<file path="config.mk">
export PLATFORM = sky130hd
export DESIGN_NAME = exec_unit_flat
export DESIGN_NICKNAME = d
export VERILOG_FILES = /design/src/rtl/exec_unit_if.sv /design/src/rtl/exec_unit.sv /design/src/flat_wrapper.sv
export SDC_FILE = /design/constraint.sdc
export NUM_CORES = 1
export LEC_CHECK = 0
export BUFFER_PORTS_ARGS = -buffer_cell sky130_fd_sc_hd__clkbuf_2
export CAP_MARGIN = 20
export CORE_UTILIZATION = 62
export CTS_BUF_LIST = sky130_fd_sc_hd__clkbuf_8
export DETAILED_ROUTE_END_ITERATION = 12
export PLACE_DENSITY = 0.94
export SETUP_SLACK_MARGIN = 0.2
export SKIP_LAST_GASP = 1
export SYNTH_ARGS = -nofsm -noshare
export SYNTH_HDL_FRONTEND = slang
export SYNTH_SLANG_ARGS = --single-unit
</file>
<file path="constraint.sdc">
create_clock -name CLK -period 4.5 [get_ports CLK]
set_clock_uncertainty 0.1 [all_clocks]
set_input_delay 0.9 -clock CLK [delete_from_list [all_inputs] [get_ports CLK]]
set_output_delay 0.9 -clock CLK [all_outputs]
set_load 0.02 [all_outputs]
</file>
<file path="src/rtl/exec_unit_if.sv">
// exec_unit_if: issue / write-back bundle between the control path and exec_unit.
//   master : issuer side, drives Start/Opcode/A/B/CarryIn/DestAddr and observes the results.
//   slave  : exec_unit side, returns Busy/Done/Result/AddrWR/WR, the four flags,
//            FlagWR and IllegalOp.
// Parameter W : operand/result width.
interface exec_unit_if #(
   parameter int unsigned W = 8
) ();
   logic         Start;
   logic [3:0]   Opcode;
   logic [W-1:0] A;
   logic [W-1:0] B;
   logic         CarryIn;
   logic [2:0]   DestAddr;
   logic         Busy;
   logic         Done;
   logic [W-1:0] Result;
   logic [2:0]   AddrWR;
   logic         WR;
   logic         Cout;
   logic         Oout;
   logic         Sout;
   logic         Zout;
   logic         FlagWR;
   logic         IllegalOp;

   modport master (
      output Start, Opcode, A, B, CarryIn, DestAddr,
      input  Busy, Done, Result, AddrWR, WR, Cout, Oout, Sout, Zout, FlagWR, IllegalOp
   );

   modport slave (
      input  Start, Opcode, A, B, CarryIn, DestAddr,
      output Busy, Done, Result, AddrWR, WR, Cout, Oout, Sout, Zout, FlagWR, IllegalOp
   );
endinterface

</file>
<file path="src/rtl/exec_unit.sv">
// exec_unit: execute stage behind the register bank.
//   Accepts an op on bus.Start while Busy is low and latches its operands. After the op
//   finishes it returns a one-cycle write-back packet: Result, AddrWR, WR, the flags
//   Cout/Oout/Sout/Zout, FlagWR, IllegalOp and a Done pulse. Single-cycle ops finish one
//   edge after acceptance; MUL (shift-add) and DIV/MOD (restoring) take W+1 edges.
// Ports:
//   CLK : clock, rising edge
//   RST : synchronous, active-high reset
//   bus : exec_unit_if slave modport (issue inputs, write-back outputs)
// Build option:
//   EXEC_DIV_EN : when defined, opcodes D/E use the iterative divider. When it is not
//                 defined, D/E finish in one cycle with IllegalOp set and no write strobes.
// W must be at least 2.
module exec_unit #(
   parameter int unsigned W = 8
) (
   input logic        CLK,
   input logic        RST,
   exec_unit_if.slave bus
);

   localparam int unsigned      CntW    = $clog2(W + 1);
   localparam logic [CntW-1:0] CntLast = CntW'(W - 1);

   localparam logic [3:0] OpAdd = 4'h0;
   localparam logic [3:0] OpAdc = 4'h1;
   localparam logic [3:0] OpSub = 4'h2;
   localparam logic [3:0] OpSbc = 4'h3;
   localparam logic [3:0] OpAnd = 4'h4;
   localparam logic [3:0] OpOr  = 4'h5;
   localparam logic [3:0] OpXor = 4'h6;
   localparam logic [3:0] OpNot = 4'h7;
   localparam logic [3:0] OpShl = 4'h8;
   localparam logic [3:0] OpShr = 4'h9;
   localparam logic [3:0] OpAsr = 4'hA;
   localparam logic [3:0] OpCmp = 4'hB;
   localparam logic [3:0] OpMul = 4'hC;
   localparam logic [3:0] OpDiv = 4'hD;
   localparam logic [3:0] OpMod = 4'hE;
   localparam logic [3:0] OpMov = 4'hF;

   typedef enum logic [1:0] {StIdle, StMul, StDiv, StWb} state_e;

   state_e         state_q, state_d;
   logic [W-1:0]   a_q, a_d, b_q, b_d;
   logic           cin_q, cin_d;
   logic [3:0]     op_q, op_d;
   logic [2:0]     dst_q, dst_d;
   // MUL: {partial high, multiplier shifting out}. DIV: {remainder, dividend/quotient}.
   logic [2*W-1:0] prod_q, prod_d;
   logic [CntW-1:0] cnt_q, cnt_d;

   logic           busy_q, busy_d, done_q, done_d, wr_q, wr_d;
   logic           flag_wr_q, flag_wr_d, illegal_q, illegal_d;
   logic [W-1:0]   result_q, result_d;
   logic [2:0]     addr_wr_q, addr_wr_d;
   logic           c_q, c_d, o_q, o_d, s_q, s_d, z_q, z_d;

   logic [W:0]     add_ext, sub_ext, mul_sum;
   logic [2*W-1:0] mul_next;
   logic [W-1:0]   alu_res;
   logic           alu_c, alu_o, alu_wr, alu_fwr, alu_ill;
   logic           accept;

   // One shift-add step: add A when the multiplier LSB is set, then shift right.
   always_comb begin
      mul_sum  = {1'b0, prod_q[2*W-1:W]} + (prod_q[0] ? {1'b0, a_q} : {(W + 1){1'b0}});
      mul_next = {mul_sum, prod_q[W-1:1]};
   end

`ifdef EXEC_DIV_EN
   logic [W:0]     div_part, div_trial;
   logic [2*W-1:0] div_next;

   // One restoring step. remainder < divisor holds, so bit W of the trial is the sign.
   // A zero divisor always "fits". This produces an all-ones quotient and a remainder of A.
   always_comb begin
      div_part  = prod_q[2*W-1:W-1];
      div_trial = div_part - {1'b0, b_q};
      if (!div_trial[W]) begin
         div_next = {div_trial[W-1:0], prod_q[W-2:0], 1'b1};
      end else begin
         div_next = {div_part[W-1:0], prod_q[W-2:0], 1'b0};
      end
   end
`endif

   // Write-back value, flags and strobes for the latched op.
   always_comb begin
      add_ext = {1'b0, a_q} + {1'b0, b_q} + {{W{1'b0}}, (op_q == OpAdc) & cin_q};
      sub_ext = {1'b0, a_q} - {1'b0, b_q} - {{W{1'b0}}, (op_q == OpSbc) & cin_q};
      alu_res = '0;
      alu_c   = 1'b0;
      alu_o   = 1'b0;
      alu_wr  = 1'b1;
      alu_fwr = 1'b1;
      alu_ill = 1'b0;
      case (op_q)
         OpAdd, OpAdc: begin
            alu_res = add_ext[W-1:0];
            alu_c   = add_ext[W];
            alu_o   = (a_q[W-1] == b_q[W-1]) && (add_ext[W-1] != a_q[W-1]);
         end
         OpSub, OpSbc, OpCmp: begin
            alu_res = sub_ext[W-1:0];
            alu_c   = sub_ext[W];  // borrow
            alu_o   = (a_q[W-1] != b_q[W-1]) && (sub_ext[W-1] != a_q[W-1]);
            alu_wr  = (op_q != OpCmp);
         end
         OpAnd: alu_res = a_q & b_q;
         OpOr:  alu_res = a_q | b_q;
         OpXor: alu_res = a_q ^ b_q;
         OpNot: alu_res = ~a_q;
         OpShl: begin
            alu_res = {a_q[W-2:0], 1'b0};
            alu_c   = a_q[W-1];
         end
         OpShr: begin
            alu_res = {1'b0, a_q[W-1:1]};
            alu_c   = a_q[0];
         end
         OpAsr: begin
            alu_res = {a_q[W-1], a_q[W-1:1]};
            alu_c   = a_q[0];
         end
         OpMul: begin
            alu_res = prod_q[W-1:0];
            alu_c   = |prod_q[2*W-1:W];
            alu_o   = |prod_q[2*W-1:W];
         end
`ifdef EXEC_DIV_EN
         OpDiv: begin
            alu_res = prod_q[W-1:0];
            alu_o   = (b_q == '0);
         end
         OpMod: begin
            alu_res = prod_q[2*W-1:W];
            alu_o   = (b_q == '0);
         end
`else
         OpDiv, OpMod: begin
            alu_wr  = 1'b0;
            alu_fwr = 1'b0;
            alu_ill = 1'b1;
         end
`endif
         OpMov: begin
            alu_res = b_q;
            alu_fwr = 1'b0;
         end
         default: alu_res = '0;
      endcase
   end

   always_comb begin
      state_d   = state_q;
      a_d       = a_q;
      b_d       = b_q;
      cin_d     = cin_q;
      op_d      = op_q;
      dst_d     = dst_q;
      prod_d    = prod_q;
      cnt_d     = cnt_q;
      done_d    = 1'b0;
      wr_d      = 1'b0;
      flag_wr_d = 1'b0;
      illegal_d = 1'b0;
      result_d  = result_q;
      addr_wr_d = addr_wr_q;
      c_d       = c_q;
      o_d       = o_q;
      s_d       = s_q;
      z_d       = z_q;
      accept    = 1'b0;

      case (state_q)
         StIdle: accept = bus.Start;
         StMul: begin
            prod_d = mul_next;
            cnt_d  = cnt_q + CntW'(1);
            if (cnt_q == CntLast) state_d = StWb;
         end
`ifdef EXEC_DIV_EN
         StDiv: begin
            prod_d = div_next;
            cnt_d  = cnt_q + CntW'(1);
            if (cnt_q == CntLast) state_d = StWb;
         end
`endif
         StWb: begin
            done_d    = 1'b1;
            wr_d      = alu_wr;
            flag_wr_d = alu_fwr;
            illegal_d = alu_ill;
            addr_wr_d = dst_q;
            if (alu_wr) result_d = alu_res;
            if (alu_fwr) begin
               c_d = alu_c;
               o_d = alu_o;
               s_d = alu_res[W-1];
               z_d = (alu_res == '0);
            end
            state_d = StIdle;
            // Busy is low here, so a new op can issue while this one writes back.
            accept  = bus.Start;
         end
         default: state_d = StIdle;
      endcase

      if (accept) begin
         a_d     = bus.A;
         b_d     = bus.B;
         cin_d   = bus.CarryIn;
         op_d    = bus.Opcode;
         dst_d   = bus.DestAddr;
         cnt_d   = '0;
         state_d = StWb;
         if (bus.Opcode == OpMul) begin
            state_d = StMul;
            prod_d  = {{W{1'b0}}, bus.B};
         end
`ifdef EXEC_DIV_EN
         else if ((bus.Opcode == OpDiv) || (bus.Opcode == OpMod)) begin
            state_d = StDiv;
            prod_d  = {{W{1'b0}}, bus.A};
         end
`endif
      end

      busy_d = (state_d == StMul) || (state_d == StDiv);
   end

   always_ff @(posedge CLK) begin
      if (RST) begin
         state_q   <= StIdle;
         a_q       <= '0;
         b_q       <= '0;
         cin_q     <= 1'b0;
         op_q      <= '0;
         dst_q     <= '0;
         prod_q    <= '0;
         cnt_q     <= '0;
         busy_q    <= 1'b0;
         done_q    <= 1'b0;
         wr_q      <= 1'b0;
         flag_wr_q <= 1'b0;
         illegal_q <= 1'b0;
         result_q  <= '0;
         addr_wr_q <= '0;
         c_q       <= 1'b0;
         o_q       <= 1'b0;
         s_q       <= 1'b0;
         z_q       <= 1'b0;
      end else begin
         state_q   <= state_d;
         a_q       <= a_d;
         b_q       <= b_d;
         cin_q     <= cin_d;
         op_q      <= op_d;
         dst_q     <= dst_d;
         prod_q    <= prod_d;
         cnt_q     <= cnt_d;
         busy_q    <= busy_d;
         done_q    <= done_d;
         wr_q      <= wr_d;
         flag_wr_q <= flag_wr_d;
         illegal_q <= illegal_d;
         result_q  <= result_d;
         addr_wr_q <= addr_wr_d;
         c_q       <= c_d;
         o_q       <= o_d;
         s_q       <= s_d;
         z_q       <= z_d;
      end
   end

   assign bus.Busy      = busy_q;
   assign bus.Done      = done_q;
   assign bus.WR        = wr_q;
   assign bus.FlagWR    = flag_wr_q;
   assign bus.IllegalOp = illegal_q;
   assign bus.Result    = result_q;
   assign bus.AddrWR    = addr_wr_q;
   assign bus.Cout      = c_q;
   assign bus.Oout      = o_q;
   assign bus.Sout      = s_q;
   assign bus.Zout      = z_q;

endmodule

</file>
<file path="src/flat_wrapper.sv">
// flat-port wrapper written by rule: the top's interface ports become plain ports
module exec_unit_flat 
#(
   parameter int unsigned W = 8
)
  (CLK, RST, bus_Start, bus_Opcode, bus_A, bus_B, bus_CarryIn, bus_DestAddr, bus_Busy, bus_Done, bus_Result, bus_AddrWR, bus_WR, bus_Cout, bus_Oout, bus_Sout, bus_Zout, bus_FlagWR, bus_IllegalOp);
  exec_unit_if #(.W(W)) bus_i ();
  input logic CLK;
  input logic RST;
  input wire logic [$bits(bus_i.Start)-1:0] bus_Start;
  input wire logic [$bits(bus_i.Opcode)-1:0] bus_Opcode;
  input wire logic [$bits(bus_i.A)-1:0] bus_A;
  input wire logic [$bits(bus_i.B)-1:0] bus_B;
  input wire logic [$bits(bus_i.CarryIn)-1:0] bus_CarryIn;
  input wire logic [$bits(bus_i.DestAddr)-1:0] bus_DestAddr;
  output wire logic [$bits(bus_i.Busy)-1:0] bus_Busy;
  output wire logic [$bits(bus_i.Done)-1:0] bus_Done;
  output wire logic [$bits(bus_i.Result)-1:0] bus_Result;
  output wire logic [$bits(bus_i.AddrWR)-1:0] bus_AddrWR;
  output wire logic [$bits(bus_i.WR)-1:0] bus_WR;
  output wire logic [$bits(bus_i.Cout)-1:0] bus_Cout;
  output wire logic [$bits(bus_i.Oout)-1:0] bus_Oout;
  output wire logic [$bits(bus_i.Sout)-1:0] bus_Sout;
  output wire logic [$bits(bus_i.Zout)-1:0] bus_Zout;
  output wire logic [$bits(bus_i.FlagWR)-1:0] bus_FlagWR;
  output wire logic [$bits(bus_i.IllegalOp)-1:0] bus_IllegalOp;
  assign bus_i.Start = bus_Start;
  assign bus_i.Opcode = bus_Opcode;
  assign bus_i.A = bus_A;
  assign bus_i.B = bus_B;
  assign bus_i.CarryIn = bus_CarryIn;
  assign bus_i.DestAddr = bus_DestAddr;
  assign bus_Busy = bus_i.Busy;
  assign bus_Done = bus_i.Done;
  assign bus_Result = bus_i.Result;
  assign bus_AddrWR = bus_i.AddrWR;
  assign bus_WR = bus_i.WR;
  assign bus_Cout = bus_i.Cout;
  assign bus_Oout = bus_i.Oout;
  assign bus_Sout = bus_i.Sout;
  assign bus_Zout = bus_i.Zout;
  assign bus_FlagWR = bus_i.FlagWR;
  assign bus_IllegalOp = bus_i.IllegalOp;
  exec_unit #(.W(W)) u_core (.CLK(CLK), .RST(RST), .bus(bus_i));
endmodule
</file>
==> impl_metrics.ini <==
[floorplan]
die_area_um2 = 7790
die_w_um = 88.3
rows = 31
core_area_um2 = 7210
die_y_um = 88.3
io_pins = 47
start_util_pct = 64.0

[yosys]
synthTopCellsByArea = dfxtp_1 29%, ha_1 11%, nand2_1 5.9%
synth_edf_count = 0
syn_inst = 577
synthSimpleGateAreaFrac_pct = 20.5
syn_avg_cell_area_um2 = 8.00
synthFlopType = dfxtp_1
synthArstFlopShare_pct = 0
synth_top_area_share_pct = 28.6
syn_nets = 651
synthXorXnorAreaFrac_pct = 4.17
syn_area_um2 = 4620
synth_common_cells = 73 x nand2_1, 66 x dfxtp_1, 62 x nor2_1
synth_compound_area_share_pct = 21.6
ys_ff_latch = 66
synthAdderAreaFrac_pct = 13.6
synth_top_area_cell = dfxtp_1
synthMuxAreaShare_pct = 5.26
synthDistinctLibCells = 66
seq_area_frac_synth_pct = 28.6
yosys.cell_count.top_type = nand2_1
yosysWarningCount = 0
synth_top_family_by_area = compound AO/OA/AOI/OAI gates

[sta]
period_minus_slack_ns = 3.55
rsz0062_at_grt = no
slew_viol_final = 0
slew_headroom_pct = 34.6
worst_hold_slack_ns = 0.359
timing.fmax_mhz = 281
finalSetupTns_ns = 0
setup_viol = 0
hold_viol = 0
worst_slew_pin_slew_ns = 0.981
finalCritPeriodShare_pct = 79.0

[drt]
drtIter0Drc = 482
top_layer = met4
met1_length_um = 5290
dr.pass1.iters = 5
drc = 0
dr_wl_met2_um = 6060
wire_per_inst_um = 17.8
vias_per_cell = 6.28
dr_wl_met3_um = 938
drt_wl_total_um = 12700
ant_nets = 0
via_count = 4479

[place]
placed_cell_area_um2 = 4870
gp_congestion = 0.980
dp_hpwl_um = 9240
place.port_buffers = 46

[global_routing]
antenna_found_initial = 0
grt_pass1_vias = 4111
grtUsageTotal_pct = 33.9
grt_start_max_net_pins = 57
grt_pass1_wl_um = 20100
grt_overflow = 0

[clock_network]
cts_setup_buffers = 0
htree_levels = 3
cts_root_buffer = clkbuf_8
clk_pin_slew_ns = 0.08
cts_buffers = 9
cts_buffer_depth = 2
clk_latency_ns = 0.35
clkSinkCount = 66
cts_hold_buf = 0
cts.repair.resized = 0
cts_tree = yes

[critical_path]
critical-path-max-stage-delay_ns = 0.60
crit_fanout = 12
crit_arrival_ns = 3.71
crit_chain = and2_4, nand4b_1, fa_1, fa_1, o21ai_1, a211oi_1, a21o_1, a21oi_1, xor2_1, a21oi_1, a2111oi_2
critPathLaunchType = flip-flop
end_kind = flip-flop
criticalPathCategory = reg2reg
crit_slowest_cell = dfxtp_1
worstPathRequired_ns = 4.65

[pwr]
total_power_uw = 1720
max-vdd-ir-drop_mv = 0.205
power.leakage_uw = 0.00201
p_switching_uw = 632
switching_share_pct = 36.8
p_int_uw = 1090
powerDensity_nw_per_um2 = 339
pwr-share-comb_pct = 30.9
seqPwrFrac_pct = 38.9
clockPowerShare_pct = 30.2

[run]
max-cap-violations = 0

[worst_hold_path]
hold_class = reg2reg

[status]
status = finished, final reports clean

[layout]
nNetsFinal = 683
post-route-util_pct = 70.3
final_area_um2 = 5070
diodes = 0
synthToLayoutAreaGrowth_pct = 9.87
final_layout_size_suffix_gt1_share_pct = 14.0
fillers = 587
==> layout make-up <==
class | count | area [um2] | area share, %
clock inverter | 7 | 77.6 | 1.53
sequential | 66 | 1320 | 26.1
multi-input combinational | 444 | 3010 | 59.3
clock buffer | 9 | 124 | 2.44
timing repair buffer | 54 | 290 | 5.72
tap | 99 | 124 | 2.44
inverter | 34 | 128 | 2.52
==> cell usage in the layout, fill, tap and decap left out, types with 3 or more instances in the layout <==
cell type / netlist / layout
nor2_1: 62 / 62
inv_1: 31 / 31
xnor2_1: 15 / 15
clkbuf_8: 0 / 9
nand3b_1: 3 / 3
mux2i_1: 22 / 22
a21oi_1: 45 / 45
nor2b_1: 9 / 8
nor4_1: 4 / 4
and3_1: 4 / 4
nand3_1: 9 / 9
a21o_1: 5 / 5
nand2_1: 73 / 73
a221oi_2: 4 / 4
clkbuf_2: 0 / 46
dfxtp_1: 66 / 66
o22ai_1: 7 / 7
o21ai_0: 15 / 15
nor3_1: 17 / 17
buf_4: 5 / 8
o21bai_1: 3 / 3
a32o_1: 3 / 3
xor2_1: 7 / 7
a211oi_1: 22 / 22
a221oi_1: 6 / 6
ha_1: 42 / 42
o21ai_1: 6 / 6
nand4_1: 4 / 4
fa_1: 5 / 5
nand2b_1: 10 / 10
a31oi_1: 3 / 3
==> cell families (layout without fill, tap and decap cells) <==
logic type      count (synthesis)  count (layout)
buf+inv                        67             104
fa+ha+maj                      47              47
compound gates                145             145
simple gates                  206             206
xor+xnor                       22              22
flops                          66              66
mux                            24              24
==> per-stage QoR <==
step	worst slack, ns	std cells
3_3_place_gp	1.17	697
2_1_floorplan	1.36	577
4_1_cts	1.01	713
6_report	0.947	713
3_5_place_dp	1.04	697
5_1_grt	0.772	713
==> routing by layer <==
metal,vias up,GRT usage (%)
li1,2099,-
met1,2101,43.5
met2,234,55.9
met3,45,6.06
met4,0,14.8
met5,-,0
==> power by group through the flow <==
| stage | Combinational [uW] | Clock [uW] | Sequential [uW] |
|---|---|---|---|
| global route | 583 | 547 | 672 |
| finish | 531 | 519 | 667 |
| global placement | 497 | 0 | 676 |
| detailed placement | 515 | 0 | 678 |
| floorplan | 399 | 0 | 668 |
| CTS | 523 | 524 | 665 |
==> worst paths after layout <==
| kind | startpoint | to | slack, ns | cells after the start |
|---|---|---|---|---|
| max | u_core.op_q[1] | u_core.bus.Cout | 0.95 | 11 |
| min | u_core.dst_q[1] | u_core.dst_q[1] | 0.36 | 2 |
| max reg2reg | u_core.op_q[1] | u_core.bus.Cout | 0.95 | 11 |
| min reg2reg | u_core.dst_q[1] | u_core.dst_q[1] | 0.36 | 2 |
==> worst max-delay path, delay by kind of cell, from the launching register on <==
family / cells / cell delay (ns)
XOR/XNOR: 1 / 0.18
AND/OR/NAND/NOR: 2 / 0.40
adder cells (fa/ha/maj): 2 / 1.00
AO/OA/AOI/OAI: 6 / 1.18
flip-flops: 1 / 0.60
==> state kept, by name, summed over array words and instances, names as in the netlist, 2 cells and up <==
| register | flops |
|---|---|
| u_core.prod_q | 16 |
| u_core.a_q | 8 |
| u_core.b_q | 8 |
| u_core.bus.Result | 8 |
| u_core.cnt_q | 4 |
| u_core.op_q | 4 |
| u_core.bus.AddrWR | 3 |
| u_core.dst_q | 3 |
| u_core.state_q | 2 |
No activity file was read; power rests on OpenSTA's default activity.
